===== src/rtl/bus_to_sample_if.sv =====
// bus_to_sample_if
//   Word intake channel for bus_to_sample.
//
//   Handshake: a word moves on a rising clock edge where in_valid and in_ready
//   are both high. The source raises in_valid together with in_data. It holds
//   both steady until that edge, and it may not withdraw a word it has offered.
//   The sink raises in_ready whenever it can take a word. in_ready does not
//   depend on in_valid.
//
//   Signals
//     in_data  [63:0]  word to unpack (source -> sink)
//     in_valid         in_data is valid (source -> sink)
//     in_ready         sink can accept a word (sink -> source)
//
//   Modports
//     master : the word source
//     slave  : bus_to_sample
interface bus_to_sample_if;
  logic [63:0] in_data;
  logic        in_valid;
  logic        in_ready;

  modport master (
    output in_data,
    output in_valid,
    input  in_ready
  );

  modport slave (
    input  in_data,
    input  in_valid,
    output in_ready
  );
endinterface


===== src/rtl/bus_to_sample.sv =====
// bus_to_sample
//   Unpacks one 64-bit word into 8 successive byte samples. Byte k is
//   in_data[8k+7:8k]. Byte 0 goes out first. bitN carries bit N of the
//   current byte. Each sample lasts SAMPLE_DIV fastclk cycles, and the
//   timing comes from a clock-enable counter rather than a derived clock.
//
//   Parameters
//     SAMPLE_DIV  fastclk cycles per sample (>= 2), default 50 MHz / 3334
//     CNT_W       divider width, 2**CNT_W >= SAMPLE_DIV
//
//   Ports
//     fastclk        sole clock
//     reset          synchronous, active-high, dominant
//     in_if          word intake (valid/ready, slave side)
//     bit0..bit7     current sample byte (registered)
//     sample_strobe  one-cycle pulse when a new byte appears on bit0..bit7
//     busy           serialization in progress
//     done           one-cycle pulse as the 8th sample period ends
//     state_dbg      0 = IDLE, 1 = SHIFT
module bus_to_sample #(
  parameter int SAMPLE_DIV = 3334,
  parameter int CNT_W      = 12
) (
  input  logic              fastclk,
  input  logic              reset,
  bus_to_sample_if.slave    in_if,
  output logic              bit0,
  output logic              bit1,
  output logic              bit2,
  output logic              bit3,
  output logic              bit4,
  output logic              bit5,
  output logic              bit6,
  output logic              bit7,
  output logic              sample_strobe,
  output logic              busy,
  output logic              done,
  output logic              state_dbg
);

  typedef enum logic {
    S_IDLE  = 1'b0,
    S_SHIFT = 1'b1
  } state_t;

  localparam logic [CNT_W-1:0] CNT_LAST = CNT_W'(SAMPLE_DIV - 1);

  state_t            state_q,  state_d;
  logic [CNT_W-1:0]  cnt_q,    cnt_d;
  logic [2:0]        idx_q,    idx_d;
  logic [63:0]       hold_q,   hold_d;
  logic [7:0]        bits_q,   bits_d;
  logic              strobe_q, strobe_d;
  logic              busy_q,   busy_d;
  logic              done_q,   done_d;

  logic [2:0]        idx_next;

  assign idx_next = idx_q + 3'd1;

  always_comb begin
    state_d  = state_q;
    cnt_d    = cnt_q;
    idx_d    = idx_q;
    hold_d   = hold_q;
    bits_d   = bits_q;
    busy_d   = busy_q;
    strobe_d = 1'b0;
    done_d   = 1'b0;

    case (state_q)
      S_IDLE: begin
        cnt_d = '0;
        // in_ready is high throughout IDLE, so valid alone means accept.
        if (in_if.in_valid) begin
          hold_d   = in_if.in_data;
          idx_d    = 3'd0;
          bits_d   = in_if.in_data[7:0];
          strobe_d = 1'b1;
          busy_d   = 1'b1;
          state_d  = S_SHIFT;
        end
      end

      S_SHIFT: begin
        if (cnt_q == CNT_LAST) begin
          cnt_d = '0;
          if (idx_q != 3'd7) begin
            idx_d    = idx_next;
            bits_d   = hold_q[{idx_next, 3'b000} +: 8];
            strobe_d = 1'b1;
          end else begin
            // The last byte stays on the bits until the next accept.
            done_d  = 1'b1;
            busy_d  = 1'b0;
            state_d = S_IDLE;
          end
        end else begin
          cnt_d = cnt_q + CNT_W'(1);
        end
      end

      default: begin
        state_d = S_IDLE;
      end
    endcase
  end

  always_ff @(posedge fastclk) begin
    if (reset) begin
      state_q  <= S_IDLE;
      cnt_q    <= '0;
      idx_q    <= 3'd0;
      hold_q   <= 64'd0;
      bits_q   <= 8'd0;
      strobe_q <= 1'b0;
      busy_q   <= 1'b0;
      done_q   <= 1'b0;
    end else begin
      state_q  <= state_d;
      cnt_q    <= cnt_d;
      idx_q    <= idx_d;
      hold_q   <= hold_d;
      bits_q   <= bits_d;
      strobe_q <= strobe_d;
      busy_q   <= busy_d;
      done_q   <= done_d;
    end
  end

  assign in_if.in_ready = (state_q == S_IDLE);

  assign bit0          = bits_q[0];
  assign bit1          = bits_q[1];
  assign bit2          = bits_q[2];
  assign bit3          = bits_q[3];
  assign bit4          = bits_q[4];
  assign bit5          = bits_q[5];
  assign bit6          = bits_q[6];
  assign bit7          = bits_q[7];
  assign sample_strobe = strobe_q;
  assign busy          = busy_q;
  assign done          = done_q;
  assign state_dbg     = state_q;

endmodule


===== src/flat_wrapper.sv =====
// flat-port wrapper written by rule: the top's interface ports become plain ports
module bus_to_sample_flat 
#(
  parameter int SAMPLE_DIV = 3334,
  parameter int CNT_W      = 12
)
  (fastclk, reset, bit0, bit1, bit2, bit3, bit4, bit5, bit6, bit7, sample_strobe, busy, done, state_dbg, in_if_in_data, in_if_in_valid, in_if_in_ready);
  bus_to_sample_if in_if_i ();
  input  logic fastclk;
  input  logic reset;
  output logic bit0;
  output logic bit1;
  output logic bit2;
  output logic bit3;
  output logic bit4;
  output logic bit5;
  output logic bit6;
  output logic bit7;
  output logic sample_strobe;
  output logic busy;
  output logic done;
  output logic state_dbg;
  input wire logic [$bits(in_if_i.in_data)-1:0] in_if_in_data;
  input wire logic [$bits(in_if_i.in_valid)-1:0] in_if_in_valid;
  output wire logic [$bits(in_if_i.in_ready)-1:0] in_if_in_ready;
  assign in_if_i.in_data = in_if_in_data;
  assign in_if_i.in_valid = in_if_in_valid;
  assign in_if_in_ready = in_if_i.in_ready;
  bus_to_sample #(.SAMPLE_DIV(SAMPLE_DIV), .CNT_W(CNT_W)) u_core (.fastclk(fastclk), .reset(reset), .in_if(in_if_i), .bit0(bit0), .bit1(bit1), .bit2(bit2), .bit3(bit3), .bit4(bit4), .bit5(bit5), .bit6(bit6), .bit7(bit7), .sample_strobe(sample_strobe), .busy(busy), .done(done), .state_dbg(state_dbg));
endmodule

===== config.mk =====
export PLATFORM = sky130hd
export DESIGN_NAME = bus_to_sample_flat
export DESIGN_NICKNAME = d
export VERILOG_FILES = /design/src/rtl/bus_to_sample_if.sv /design/src/rtl/bus_to_sample.sv /design/src/flat_wrapper.sv
export SDC_FILE = /design/constraint.sdc
export NUM_CORES = 1
export LEC_CHECK = 0
export CELL_PAD_IN_SITES_DETAIL_PLACEMENT = 0
export CELL_PAD_IN_SITES_GLOBAL_PLACEMENT = 2
export CORE_MARGIN = 2
export CORE_UTILIZATION = 27
export CTS_CLUSTER_DIAMETER = 60
export DETAILED_ROUTE_END_ITERATION = 6
export GPL_ROUTABILITY_DRIVEN = 1
export PLACE_DENSITY = 0.76
export REMOVE_ABC_BUFFERS = 1
export SLEW_MARGIN = 20
export SYNTH_ARGS = -nofsm -noshare
export SYNTH_HDL_FRONTEND = slang
export SYNTH_SLANG_ARGS = --single-unit

===== constraint.sdc =====
create_clock -name fastclk -period 1.9 [get_ports fastclk]
set_input_delay 0.19 -clock fastclk [delete_from_list [all_inputs] [get_ports fastclk]]
set_output_delay 0.19 -clock fastclk [all_outputs]
set_load 0.1 [all_outputs]

==> flow_summary.toml <==
[logic_synthesis]
synth_compound_area_share_pct = 10.5
synth_top_family_by_area = "simple AND/OR/NAND/NOR gates"
ys_ff_latch = 91
synth.area.mux_share_pct = 12.1
synthSimpleGateAreaFrac_pct = 21.5
ys_types = 33
synth_seq_area_share_pct = 47.3
netlist_instances = 435
synthAdderAreaFrac_pct = 1.30
synth_xor_area_share_pct = 2.27
synth_area_per_cell_um2 = 8.86
netlist_area_um2 = 3850
yosysWarnings = 0

[timing]
hold_viol = 0
slew_viol_final = 0
clock_skew_ps = 4.79
fin_crit_sh_pct = 96.3
fmax_ghz = 0.546
fin_ws_ps = 69.6
rsz0062_at_grt = "no"
hold_slack_ps = 201
period_needed_ps = 1830
setup_violations = 0
max_slew_margin_pct = 70.8
tightest_slew_ps = 435

[die]
die_w_um = 123
core_um2 = 13900
rows = 43
start_util_pct = 27.7
io_pins = 80
die_h_um = 123
dieArea_um2 = 15200

[critical_path]
crit_path_max_fanout = 8
critPathSlowestCell = "mux4_2"
reg2reg_depth = 7
r2r-start = "u_core.idx_q[0]$_SDFFE_PP0P_"
cp-startpoint = "u_core.idx_q[0]$_SDFFE_PP0P_"
max_stage_delay_ps = 490
cp.depth = 7
cp.required_ps = 2110
crit_end = "u_core.bits_q[2]$_SDFFE_PP0P_"
start_kind = "register"
critical_path_class = "register to register"
r2r_setup_slack_ps = 70
reg2reg_to = "u_core.bits_q[2]$_SDFFE_PP0P_"
crit_chain = "ha_4 -> buf_12 -> buf_4 -> mux4_2 -> mux2i_1 -> or2_1 -> a31oi_1"
worstPathArrival_ps = 2040
path_delay_family = "multiplexers"
end_kind = "register"
timing.critical_path.buf_inv = 2

[place]
numPortBuffers = 79
place_ws_ps = 32.9
dpl.hpwl_mm = 6.43
place.gp.congestion = 0.743

[layout]
finalNetCount = 585
fill_cells = 1443
drive_gt1_share_pct = 13.1
syn2layout_area_growth_pct = 35.5
final_core_util_pct = 37.5

[power]
p_int_mw = 3.38
switching_share_pct = 26.5
p_per_area_nw_per_um2 = 880
seqPwrFrac_pct = 45.5
clockPowerShare_pct = 38.4
vdd_drop_max_uv = 353
switchingPower_mw = 1.22
leakagePower_nw = 1.83
pwr-share-comb_pct = 16.1

[global_routing]
grt_pass1_wl_mm = 15.1
grt_start_max_net_pins = 66
track_usage_pct = 12.7
antenna_found_initial = 0
grt_overflow = 0
grt_pass1_vias = 3073

[route]
drtIter0Drc = 164
drt-met1-wl_mm = 4.66
ant_nets = 0
first_pass_iters = 4
vias = 3227
avgRoutedWirePerCell_um = 13.7
highest-signal-layer = "met4"
met2WireLength_mm = 4.34
vias_per_cell = 4.61
wirelength_mm = 9.61
drc = 0
wl_met3_um = 479

[min_path]
min_path_type = "input pin to register"

[run_status]
status = "finished clean"

[clocking]
cts_tree = "built"
root_buffer = "clkbuf_16"
htree_levels = 3
cts-buffers-inserted = 9
holdBufCountCts = 0
cts.clk_slew.worst_paths_ps = 60
clockBufferDepth = 2
cts.sinks = 91
clock_latency_ps = 330

[run]
drv_cap = 0
## power groups by stage
stage | registers, mW | clock network, mW | logic [mW]
6_report | 2.09 | 1.76 | 0.742
5_1_grt | 2.10 | 1.90 | 0.810
4_1_cts | 2.09 | 1.80 | 0.748
3_5_place_dp | 2.13 | 0 | 0.746
3_3_place_gp | 2.13 | 0 | 0.740
2_1_floorplan | 2.25 | 0 | 0.284
## final cells by class
type	count	area [µm²]	share of cell area [%]
inverters	6	22.5	0.431
multi-input cells	307	1880	36.0
well taps	180	225	4.31
diodes	1	2.50	0.0479
flip-flops and latches	91	1820	34.9
repair buffers	99	975	18.7
clock buffers	11	243	4.65
clock inverters	5	52.6	1.01
## kinds of logic (layout without fill, tap and decap cells)
kind of cell,Yosys count,count (layout)
xor+xnor,10,10
fa+ha+maj,4,4
simple gates,189,190
other cells,0,1
flops,91,91
compound gates,79,79
buf+inv,38,121
mux,24,24
## cells in the mapped netlist (all sizes together)
master	n	area, µm²
nand2	132	495
dfxtp	91	1820
a21oi	69	345
buf	17	116
nand3	17	85.1
mux4	16	387
clkbuf	15	56.3
nor2	14	52.6
or2	11	68.8
a31oi	8	50.1
mux2i	8	80.1
xnor2	8	70.1
inv	6	22.5
nor3	5	30.0
ha	4	50.1
nand4	2	27.5
nor2b	2	12.5
o21ai	2	10.0
xor2	2	17.5
and3	1	6.26
and4b	1	13.8
and4bb	1	12.5
nand3b	1	7.51
nor4	1	6.26
nor4b	1	8.76
## cells in the final DEF, fill, tap and decap left out, types with 2 or more instances in the layout
cell type | Yosys | layout
mux4_1 | 7 | 6
nor3_1 | 4 | 4
or2_1 | 8 | 8
xnor2_1 | 8 | 8
clkbuf_16 | 0 | 10
buf_12 | 1 | 4
mux2i_1 | 8 | 8
a21oi_1 | 69 | 69
inv_1 | 6 | 6
dfxtp_1 | 91 | 91
clkdlybuf4s50_1 | 0 | 65
mux4_2 | 9 | 10
nor2_1 | 14 | 14
clkinv_2 | 0 | 3
o21ai_0 | 2 | 2
nand4_4 | 1 | 2
ha_1 | 4 | 3
nand3_1 | 17 | 17
a31oi_1 | 8 | 8
nand2_1 | 132 | 131
buf_4 | 0 | 27
xor2_1 | 2 | 2
or2_0 | 3 | 3
## sequential cells by signal, summed over array words and instances, names as in the netlist
name,flops
u_core.bits_q,8
u_core.busy,1
u_core.cnt_q,12
u_core.done,1
u_core.hold_q,64
u_core.idx_q,3
u_core.sample_strobe,1
u_core.state_dbg,1
## worst min-delay path by stage
| stage | startpoint | end | slack [ps] | cells past startpoint |
|---|---|---|---|---|
| finish | reset | u_core.hold_q[3]$_SDFFE_PP0P_ | 200 | 2 |
| global route | reset | u_core.hold_q[3]$_SDFFE_PP0P_ | 220 | 2 |
| CTS | reset | u_core.hold_q[3]$_SDFFE_PP0P_ | 190 | 2 |
| detailed placement | u_core.hold_q[21]$_SDFFE_PP0P_ | u_core.hold_q[21]$_SDFFE_PP0P_ | 440 | 2 |
| global placement | u_core.hold_q[6]$_SDFFE_PP0P_ | u_core.hold_q[6]$_SDFFE_PP0P_ | 440 | 2 |
| floorplan | reset | u_core.busy$_SDFFE_PP0P_ | 260 | 1 |
## metrics by stage
stage	area, µm²	TNS (ps)	std cells	power [mW]
CTS	5120	0	692	4.64
floorplan	3680	-123850	403	2.54
global route	5220	0	699	4.81
global placement	4820	0	676	2.87
detailed placement	4820	0	676	2.88
finish	5220	0	700	4.60
## what timing repair did
action,4_1_cts,5_1_grt
endpoints found under the setup margin,0,11
buffers inserted,0,5
resized for setup,0,5
## per-layer routing
layer | up-vias | GRT usage (%)
met2 | 75 | 20.2
met4 | 0 | 4.05
met3 | 10 | 2.86
met1 | 1502 | 17.0
li1 | 1640 | -
met5 | - | 0
(Power assumes the default switching activity.)
